[src/rtl/dmi_pkg.sv]
`default_nettype none
// ============================================================================
//  Package     : dmi_pkg
//  Description : Shared types and constants for the DMI initiator. Defines the
//                DTM command opcodes, the sticky DMI status codes, the
//                initiator state encoding and the debug module register map.
//  Revision    : 1.0 - initial release
// ============================================================================
package dmi_pkg;

    localparam int DMI_ADDR_W = 7;

    // Debug module register addresses
    localparam logic [DMI_ADDR_W-1:0] DMCONTROL   = 7'h10;
    localparam logic [DMI_ADDR_W-1:0] HAWINDOWSEL = 7'h14;

    typedef enum logic [1:0] {
        NOP   = 2'd0,
        READ  = 2'd1,
        WRITE = 2'd2,
        RSVD  = 2'd3
    } dmi_op_e;

    typedef enum logic [1:0] {
        SUCCESS = 2'd0,
        FAILED  = 2'd2,
        BUSY    = 2'd3
    } dmi_status_e;

    typedef enum logic [1:0] {
        ST_IDLE  = 2'd0,
        ST_REQ   = 2'd1,
        ST_WAIT  = 2'd2,
        ST_DRAIN = 2'd3
    } dmi_state_e;

    // True for the two opcodes that start a DMI access.
    function automatic logic is_access(input logic [1:0] op);
        return (op == READ) || (op == WRITE);
    endfunction

endpackage : dmi_pkg
`default_nettype wire

[src/rtl/dmi_timeout_ctr.sv]
`default_nettype none
// ============================================================================
//  Module      : dmi_timeout_ctr
//  Description : Response timeout counter for the DMI initiator. Cleared when
//                a request is accepted, counts while enabled and flags expiry
//                once the count reaches TIMEOUT-1. TIMEOUT=0 disables it.
//  Revision    : 1.0 - initial release
//  Ports       : clock      - clock
//                reset      - asynchronous active-high reset
//                clr_i      - synchronous clear (request accepted)
//                en_i       - count enable (waiting for a response)
//                expired_o  - count has reached TIMEOUT-1
// ============================================================================
module dmi_timeout_ctr #(
    parameter int TIMEOUT = 1023
) (
    input  logic clock,
    input  logic reset,
    input  logic clr_i,
    input  logic en_i,
    output logic expired_o
);

    generate
        if (TIMEOUT == 0) begin : g_disabled
            logic w_unused;
            assign w_unused  = clock ^ reset ^ clr_i ^ en_i;
            assign expired_o = 1'b0;
        end else begin : g_enabled
            localparam int CW = (TIMEOUT > 1) ? $clog2(TIMEOUT) : 1;
            localparam logic [CW-1:0] LAST = CW'(TIMEOUT - 1);

            logic [CW-1:0] cnt_q;

            always_ff @(posedge clock or posedge reset) begin
                if (reset) begin
                    cnt_q <= '0;
                end else if (clr_i) begin
                    cnt_q <= '0;
                end else if (en_i && (cnt_q != LAST)) begin
                    // Saturate at LAST so the flag cannot wrap back to zero.
                    cnt_q <= cnt_q + 1'b1;
                end
            end

            assign expired_o = (cnt_q == LAST);
        end
    endgenerate

endmodule : dmi_timeout_ctr
`default_nettype wire

[src/rtl/dmi_initiator.sv]
`default_nettype none
// ============================================================================
//  Module      : dmi_initiator
//  Description : DTM-side DMI master. Takes one read/write command at a time,
//                issues it on the DMI request channel, collects the response
//                and keeps a sticky two-bit status (success/failed/busy).
//  Revision    : 1.0 - initial release
//  Ports       : clock, reset            - clock, async active-high reset
//                cmd_valid/op/addr/data  - DTM command (single-cycle strobe)
//                dmi_reset               - clear sticky status
//                dmi_hard_reset          - abort operation and clear status
//                req_*                   - DMI request channel (initiator)
//                resp_*                  - DMI response channel
//                rd_data                 - last captured read data
//                status                  - 0 success, 2 failed, 3 busy
//                idle                    - no operation in progress
//                done                    - one-cycle completion pulse
// ============================================================================
module dmi_initiator
    import dmi_pkg::*;
#(
    parameter int TIMEOUT = 1023,
    parameter int ADDR_W  = DMI_ADDR_W
) (
    input  logic              clock,
    input  logic              reset,
    input  logic              cmd_valid,
    input  logic [1:0]        cmd_op,
    input  logic [ADDR_W-1:0] cmd_addr,
    input  logic [31:0]       cmd_data,
    input  logic              dmi_reset,
    input  logic              dmi_hard_reset,
    output logic              req_valid,
    input  logic              req_ready,
    output logic              req_write,
    output logic [ADDR_W-1:0] req_addr,
    output logic [31:0]       req_data,
    output logic [3:0]        req_mask,
    input  logic              resp_valid,
    output logic              resp_ready,
    input  logic [31:0]       resp_data,
    input  logic              resp_err,
    output logic [31:0]       rd_data,
    output logic [1:0]        status,
    output logic              idle,
    output logic              done
);

    dmi_state_e        state_q,   state_d;
    logic              write_q,   write_d;
    logic [ADDR_W-1:0] addr_q,    addr_d;
    logic [31:0]       wdata_q,   wdata_d;
    logic [31:0]       rd_data_q, rd_data_d;
    logic [1:0]        status_q,  status_d;
    logic              done_q,    done_d;

    logic w_cmd_access;
    logic w_accept;
    logic w_expired;
    logic w_set_fail;
    logic w_set_busy;

    assign w_cmd_access = cmd_valid && is_access(cmd_op);
    // A hard reset in the handshake cycle cancels the acceptance.
    assign w_accept     = (state_q == ST_REQ) && req_ready && !dmi_hard_reset;

    dmi_timeout_ctr #(
        .TIMEOUT (TIMEOUT)
    ) u_timeout (
        .clock     (clock),
        .reset     (reset),
        .clr_i     (w_accept),
        .en_i      (state_q == ST_WAIT),
        .expired_o (w_expired)
    );

    always_comb begin
        state_d    = state_q;
        write_d    = write_q;
        addr_d     = addr_q;
        wdata_d    = wdata_q;
        rd_data_d  = rd_data_q;
        status_d   = status_q;
        done_d     = 1'b0;
        w_set_fail = 1'b0;
        w_set_busy = 1'b0;

        unique case (state_q)
            ST_IDLE: begin
                if (!dmi_hard_reset && w_cmd_access && (status_q == SUCCESS)) begin
                    state_d = ST_REQ;
                    write_d = (cmd_op == WRITE);
                    addr_d  = cmd_addr;
                    wdata_d = cmd_data;
                end
            end
            ST_REQ: begin
                if (dmi_hard_reset) begin
                    state_d = ST_IDLE;
                end else if (req_ready) begin
                    state_d = ST_WAIT;
                end
            end
            ST_WAIT: begin
                if (dmi_hard_reset) begin
                    // A response arriving with the abort is consumed here,
                    // otherwise DRAIN would wait for one that never comes.
                    state_d = resp_valid ? ST_IDLE : ST_DRAIN;
                end else if (resp_valid) begin
                    if (!write_q) begin
                        rd_data_d = resp_data;
                    end
                    w_set_fail = resp_err;
                    done_d     = 1'b1;
                    state_d    = ST_IDLE;
                end else if (w_expired) begin
                    w_set_fail = 1'b1;
                    done_d     = 1'b1;
                    state_d    = ST_DRAIN;
                end
            end
            ST_DRAIN: begin
                if (resp_valid) begin
                    state_d = ST_IDLE;
                end
            end
            default: state_d = ST_IDLE;
        endcase

        if ((state_q != ST_IDLE) && w_cmd_access) begin
            w_set_busy = 1'b1;
        end

        // Sticky status: only the first error is recorded; clears win.
        if (status_q == SUCCESS) begin
            if (w_set_fail) begin
                status_d = FAILED;
            end else if (w_set_busy) begin
                status_d = BUSY;
            end
        end
        if (dmi_reset || dmi_hard_reset) begin
            status_d = SUCCESS;
        end
    end

    always_ff @(posedge clock or posedge reset) begin
        if (reset) begin
            state_q   <= ST_IDLE;
            write_q   <= 1'b0;
            addr_q    <= '0;
            wdata_q   <= '0;
            rd_data_q <= '0;
            status_q  <= SUCCESS;
            done_q    <= 1'b0;
        end else begin
            state_q   <= state_d;
            write_q   <= write_d;
            addr_q    <= addr_d;
            wdata_q   <= wdata_d;
            rd_data_q <= rd_data_d;
            status_q  <= status_d;
            done_q    <= done_d;
        end
    end

    assign req_valid  = (state_q == ST_REQ);
    assign resp_ready = (state_q == ST_WAIT) || (state_q == ST_DRAIN);
    assign req_write  = write_q;
    assign req_addr   = addr_q;
    assign req_data   = wdata_q;
    assign req_mask   = 4'hf;
    assign rd_data    = rd_data_q;
    assign status     = status_q;
    assign done       = done_q;
    // The completion cycle is reported by done; idle follows one cycle later.
    assign idle       = (state_q == ST_IDLE) && !done_q;

endmodule : dmi_initiator
`default_nettype wire

[config.mk]
export PLATFORM = sky130hd
export DESIGN_NAME = dmi_initiator
export DESIGN_NICKNAME = d
export VERILOG_FILES = /design/src/rtl/dmi_pkg.sv /design/src/rtl/dmi_timeout_ctr.sv /design/src/rtl/dmi_initiator.sv
export SDC_FILE = /design/constraint.sdc
export NUM_CORES = 1
export LEC_CHECK = 0
export ABC_AREA = 1
export BUFFER_PORTS_ARGS = -buffer_cell sky130_fd_sc_hd__buf_2
export CORE_MARGIN = 10
export CORE_UTILIZATION = 48
export CTS_CLUSTER_SIZE = 14
export DETAILED_ROUTE_END_ITERATION = 8
export GPL_TIMING_DRIVEN = 1
export PLACE_DENSITY = 0.86
export RECOVER_POWER = 25
export SYNTH_ARGS = -nofsm -noshare
export SYNTH_HDL_FRONTEND = slang
export SYNTH_HIERARCHICAL = 1
export SYNTH_SLANG_ARGS = --single-unit
[constraint.sdc]
create_clock -name clock -period 2.9 [get_ports clock]
set_input_delay 0.145 -clock clock [delete_from_list [all_inputs] [get_ports clock]]
set_output_delay 0.145 -clock clock [all_outputs]
set_load 0.05 [all_outputs]
==> run_results.csv, run 1 <==
group,metric,value,unit
clocking,worstSkewPairLatency,0.36,ns
floorplanning,dieArea,12900,sq um
placed_design,dp.cells,713,
setup_path,critPathMaxStageDelay,1.36,ns
cells_and_area,fin_area,5140,sq um
detailed_routing,drtAntennaViolNets,0,
synthesis,yosys.area.top_type,"dfrtp_1",
setup_path,rr_worst_depth,5,
detailed_routing,drt-total-wl,10500,um
global_route,antenna_found_initial,0,
synthesis,yosysUniqueCellTypes,31,
clocking,cts.reportedPaths.clkPinSlew,0.10,ns
power_and_ir_drop,power_density,1200,nW/um^2
setup_path,crit_type,"primary input to async pin",
sta,clock.fmax,482,MHz
min_path,hold_path.class,"primary input to flop",
sta,tns,0,ns
synthesis,yosysWarnings,6,
setup_path,critPathLaunchType,"primary input",
setup_path,crit_arrival,2.17,ns
synthesis,yosysMostFrequentCell,"nand2_1",
sta,clock_skew,0.0141,ns
synthesis,synth_edf_count,0,
sta,finalCritPeriodShare,71.6,%
floorplanning,coreArea,8640,sq um
job,max_cap_viol_count,1,
clocking,cts.path.max_buffers,2,
setup_path,path_max_fanout,50,
detailed_routing,dr.first_iter.drc_count,139,
setup_path,worst-r2r-setup-slack,0.98,ns
power_and_ir_drop,ir_worst_vdd,0.000575,V
setup_path,critPathBufInv,3,
clocking,htree_num_levels,3,
floorplanning,start_util,48.8,%
detailed_routing,drc,0,
synthesis,ys_top_cells_by_count,"nand2_1, inv_1, dfrtp_1, o21ai_2, o21ai_1",
sta,max_slew.worst_pin.slew,1.93,ns
global_route,grtUsageTotal,16.0,%
synthesis,synth_cells,463,
detailed_routing,routed-via-count,3431,
placed_design,portBuffers,158,
sta,rsz0062_at_grt,"no",
placed_design,dpl.hpwl,8110,um
cells_and_area,nFillCells,808,
cells_and_area,fin_cells,735,
setup_path,cp_top_family,"buffers and inverters",
global_route,grt_pass1_wl,17200,um
global_route,grt-ovfl-total,0,
clocking,post_cts_resized,0,
synthesis,synth_top_area_share,51.6,%
clocking,cts_tree,"built",
global_route,grt_max_degree,73,
setup_path,r2r_end,"rd_data[29]",
sta,slew_violations,51,
synthesis,synth-seq-cells,87,
detailed_routing,viasPerCell,4.67,
synthesis,async_reset_ff_share,100,%
floorplanning,die_y,114,um
synthesis,synthTopCellsByArea,"dfrtp_1, nand2_1, o21ai_2, inv_1, buf_6",
clocking,clockRootBuffer,"clkbuf_8",
cells_and_area,insertedDiodeCount,0,
placed_design,gp_congestion,0.827,
min_path,holdCritStartpoint,"resp_data[2]",
sta,hold_viol_final,0,
cells_and_area,drive_gt1_share,33.2,%
setup_path,worstReg2RegStart,"state_q[1]",
setup_path,path_cells,"dlygate4sd3_1 -> clkbuf_1 -> inv_1",
placed_design,dpl_cell_area,4940,sq um
status,violations,"max-capacitance violations, max-slew violations",
floorplanning,io_pins,163,
setup_path,endpoint_kind,"async pin",
sta,setup_viol,0,
cells_and_area,area_growth_syn_to_layout,21.9,%
detailed_routing,firstDrtPassIters,4,
power_and_ir_drop,leakage,0.00293,uW
cells_and_area,nets,706,
floorplanning,die_w,114,um
setup_path,crit_slowest_cell,"inv_1",
synthesis,syn-cell-area,4220,sq um
min_path,whs_path_depth,3,
sta,fin_crit,2.08,ns
synthesis,ys.flop_type,"dfrtp_1",
sta,slew_headroom,-28.8,%
min_path,worstHoldEndpoint,"rd_data[2]",
status,outcome,"complete, but fails checks",
detailed_routing,wire_per_inst,14.3,um
clocking,cts.sinks,87,
clocking,cts_buffers,9,
floorplanning,rows,34,
global_route,grt_pass1_vias,3634,
synthesis,synth_area_per_cell,9.11,sq um
synthesis,synth_seq_area_share,51.6,%
setup_path,worstPathRequired,2.99,ns
## worst max-delay path by stage
stage	cells after the start	startpoint	slack, ns	endpoint
global route	3	reset	0.43	req_data[7]
finish	3	reset	0.82	req_data[7]
global placement	5	state_q[1]	1.07	rd_data[29]
detailed placement	5	state_q[1]	1.0	rd_data[29]
floorplan	1	reset	0.79	done
CTS	5	state_q[1]	0.97	rd_data[28]
## cells by family after synthesis
| logic type | Yosys count | synth area share (%) |
|---|---|---|
| flops | 87 | 51.6 |
| buf+inv | 117 | 14.1 |
| simple gates | 173 | 18.5 |
| xor+xnor | 3 | 0.623 |
| other cells | 1 | 0.0889 |
| fa+ha+maj | 3 | 0.890 |
| compound gates | 79 | 14.2 |
## through the flow
| step | hold slack, ns | power, uW | util, % | setup WS (ns) |
|---|---|---|---|---|
| floorplan | -0.0148 | 4720 | - | 0.788 |
| global placement | 0.153 | 5380 | 57.2 | 1.07 |
| detailed placement | 0.174 | 5480 | 57.2 | 0.996 |
| CTS | 0.00104 | 6290 | 59.9 | 0.969 |
| global route | 0.00178 | 6520 | 59.5 | 0.432 |
| finish | 0.0157 | 6170 | 59.5 | 0.824 |
## layout by cell type (no fill, tap or decap), types with 4 or more instances in the layout
master and instances:
clkbuf_1 34, nor2_4 4, nand3_1 15, nor2_1 16, o21ai_1 23, nand4_1 7
o21ai_2 49, dfrtp_1 87, dlygate4sd3_1 6, clkbuf_8 9, inv_1 92, buf_2 124
conb_1 4, nand2_1 120
## layer usage
| layer | global-route usage [%] | vias to the layer above | wire [um] | part of all wire (%) |
|---|---|---|---|---|
| met4 | 5.16 | 0 | 145 | 1.4 |
| met1 | 17.5 | 1594 | 4030 | 38 |
| met2 | 27.8 | 103 | 5440 | 52 |
| met5 | 0 | - | 0 | 0 |
| li1 | - | 1720 | - | - |
| met3 | 6.14 | 14 | 881 | 8.4 |
## sequential cells by signal (all words and copies together) (netlist names)
register / cells
done: 1
rd_data: 32
req_addr: 7
req_data: 32
req_write: 1
state_q: 2
status: 2
u_timeout/g_enabled.cnt_q: 10
## tightest hold or removal path, delay by kind of cell
kind                   cells  cell delay [ns]
buffers and inverters      2             0.14
AO/OA/AOI/OAI              1             0.05
## repair_timing
action,4_1_cts,5_1_grt
hold buffers,5,1
buffers inserted,0,0
endpoints found under the hold margin,62,1
## where the power goes
part / total (uW) / switching [uW] / internal (uW)
sequential: 2040 / 327 / 1710
combinational: 3330 / 2610 / 718
clock: 800 / 476 / 324
total: 6170 / 3410 / 2750
## area by class of cell
class	instances	area [sq um]	share of cell area [%]
flip-flops and latches	87	2180	42.4
multi-input cells	262	1460	28.3
repair buffers	167	831	16.2
inverters	95	362	7.04
well taps	108	135	2.63
clock buffers	9	124	2.41
clock inverters	7	56.3	1.10
Power figures use the tool's default switching activity.
==> inputs of run 2 (changes only) <==
Clock period 2.9 ns to 2.09 ns, I/O delays scaled along.
==> run_results.csv, run 2 (synthesized netlist as in run 1, its figures left out) <==
group,metric,value,unit
global_route,grt_max_degree,65,
global_route,use_met3,6.14,%
detailed_routing,routed-via-count,3748,
floorplanning,coreArea,8640,sq um
cells_and_area,fin_util,68.4,%
clocking,cts_setup_buffers,0,
detailed_routing,wire_per_inst,14.8,um
setup_path,rr_worst_depth,10,
setup_path,r2r_end,"state_q[1]",
setup_path,crit_arrival,2.05,ns
global_route,grt-ovfl-total,0,
floorplanning,die_y,114,um
sta,rsz0062_at_grt,"no",
sta,slew_headroom,23.1,%
sta,setup_viol,0,
job,max_cap_viol_count,0,
placed_design,portBuffers,158,
sta,fin_crit,1.76,ns
floorplanning,die_w,114,um
clocking,cts.path.max_buffers,2,
cells_and_area,layout_common_cells,"buf_2, nand2_1, inv_1",
clocking,htree_num_levels,3,
power_and_ir_drop,power_density,1510,nW/um^2
placed_design,gp_congestion,0.810,
setup_path,worstPathRequired,2.39,ns
sta,finalCritPeriodShare,84.0,%
setup_path,crit_slowest_cell,"dfrtp_1",
global_route,grt_pass1_vias,4059,
clocking,cts.sinks,87,
clocking,worstSkewPairLatency,0.35,ns
global_route,use_met1,19.4,%
setup_path,worst-r2r-setup-slack,0.33,ns
detailed_routing,dr.first_iter.drc_count,178,
global_route,busiest_layer,"met2",
detailed_routing,drc,0,
clocking,post_cts_resized,0,
setup_path,path_cells,"inv_1 -> ha_1 -> nand3_1 -> nor4_1 -> inv_1 -> nand2_1 -> a21oi_1 -> nor2_1 -> nand3_1 -> nand2_1",
global_route,met2_usage,32.9,%
floorplanning,dieArea,12900,sq um
min_path,worstHoldEndpoint,"req_data[10]",
power_and_ir_drop,total_power,8890,uW
sta,clock.fmax,569,MHz
clocking,cts_tree,"built",
setup_path,path_max_fanout,4,
cells_and_area,drive_gt1_share,35.2,%
sta,max_slew.worst_pin.slew,1.15,ns
global_route,grt_pass1_wl,19600,um
sta,clock_skew,0.0107,ns
floorplanning,start_util,48.8,%
floorplanning,io_pins,163,
detailed_routing,drt-total-wl,11900,um
setup_path,critPathLaunchType,"flop",
cells_and_area,area_growth_syn_to_layout,40.0,%
clocking,clockRootBuffer,"clkbuf_8",
floorplanning,rows,34,
cells_and_area,final_common_cell,"buf_2",
status,outcome,"finished, final reports clean",
min_path,hold_path.class,"primary input to flop",
clocking,cts.reportedPaths.clkPinSlew,0.09,ns
min_path,holdCritStartpoint,"cmd_data[10]",
sta,tns,0,ns
setup_path,crit_type,"flop to flop",
placed_design,dpl.hpwl,8000,um
min_path,whs_path_depth,3,
setup_path,endpoint_kind,"flop",
power_and_ir_drop,ir_worst_vdd,0.000809,V
cells_and_area,nets,773,
global_route,antenna_found_initial,2,
sta,hold_viol_final,0,
detailed_routing,firstDrtPassIters,4,
sta,slew_violations,0,
clocking,cts_buffers,9,
detailed_routing,viasPerCell,4.66,
setup_path,critPathMaxStageDelay,0.42,ns
power_and_ir_drop,leakage,0.00334,uW
detailed_routing,drtAntennaViolNets,0,
setup_path,worstReg2RegStart,"u_timeout/g_enabled.cnt_q[0]",
global_route,grtUsageTotal,18.5,%
## run 2: cell types whose count changed in the layout (fill, tap and decap cells not counted), sizes merged
cell	before	now
dlygate4sd3	6	71
buf	127	162
clkbuf	43	10
diode	0	3
clkinv	4	2
bufinv	0	1
clkinvlp	0	1
## run 2: cell type report
cell class / count / area, sq um
diodes: 3 / 7.51
clock buffers: 9 / 124
clock inverters: 7 / 78.8
fillers: 693 / 2730
inverters: 95 / 363
multi-input cells: 262 / 1460
flip-flops and latches: 87 / 2180
well taps: 108 / 135
repair buffers: 234 / 1560
## run 2: through the flow
stage	hold WS [ns]	cell area, sq um	setup slack, ns	cells
2_1_floorplan	-0.0553	4230	0.0188	466
3_3_place_gp	0.115	4980	0.437	715
3_5_place_dp	0.124	4980	0.340	715
4_1_cts	0.0108	5900	0.322	802
5_1_grt	0.00229	5900	0.137	804
6_report	0.0173	5900	0.334	805
## run 2: how the worst max path moves through the flow
stage	startpoint	to	slack, ns	depth (start not counted)
after floorplan	reset	done	0.02	1
final	u_timeout/g_enabled.cnt_q[0]	state_q[1]	0.33	10
after detailed placement	u_timeout/g_enabled.cnt_q[0]	status[1]	0.34	9
after global routing	u_timeout/g_enabled.cnt_q[0]	status[1]	0.14	9
after CTS	u_timeout/g_enabled.cnt_q[0]	status[1]	0.32	9
after global placement	u_timeout/g_enabled.cnt_q[0]	state_q[0]	0.44	10
## run 2: what timing repair did
action                                  CTS  global route
hold buffers                             71             0
hold endpoints to repair                104             0
endpoints found under the setup margin    0             0
## run 2: metal layers
metal | up-vias | part of all wire [%]
li1 | 1858 | -
met3 | 29 | 7.3
met4 | 0 | 2.7
met5 | - | 0
met2 | 133 | 53
met1 | 1728 | 37
## run 2: report_power, final
| group | internal, uW | switching [uW] |
|---|---|---|
| Clock | 570 | 639 |
| Combinational | 1180 | 3670 |
| Sequential | 2380 | 458 |
| Total | 4120 | 4770 |
## run 2: worst max-delay path: cells and delay by family, from the launching register on
family          cells  cell delay (ns)
compound gates      1             0.08
fa+ha+maj           1             0.16
buf+inv             2             0.20
flops               1             0.42
simple gates        6             0.85
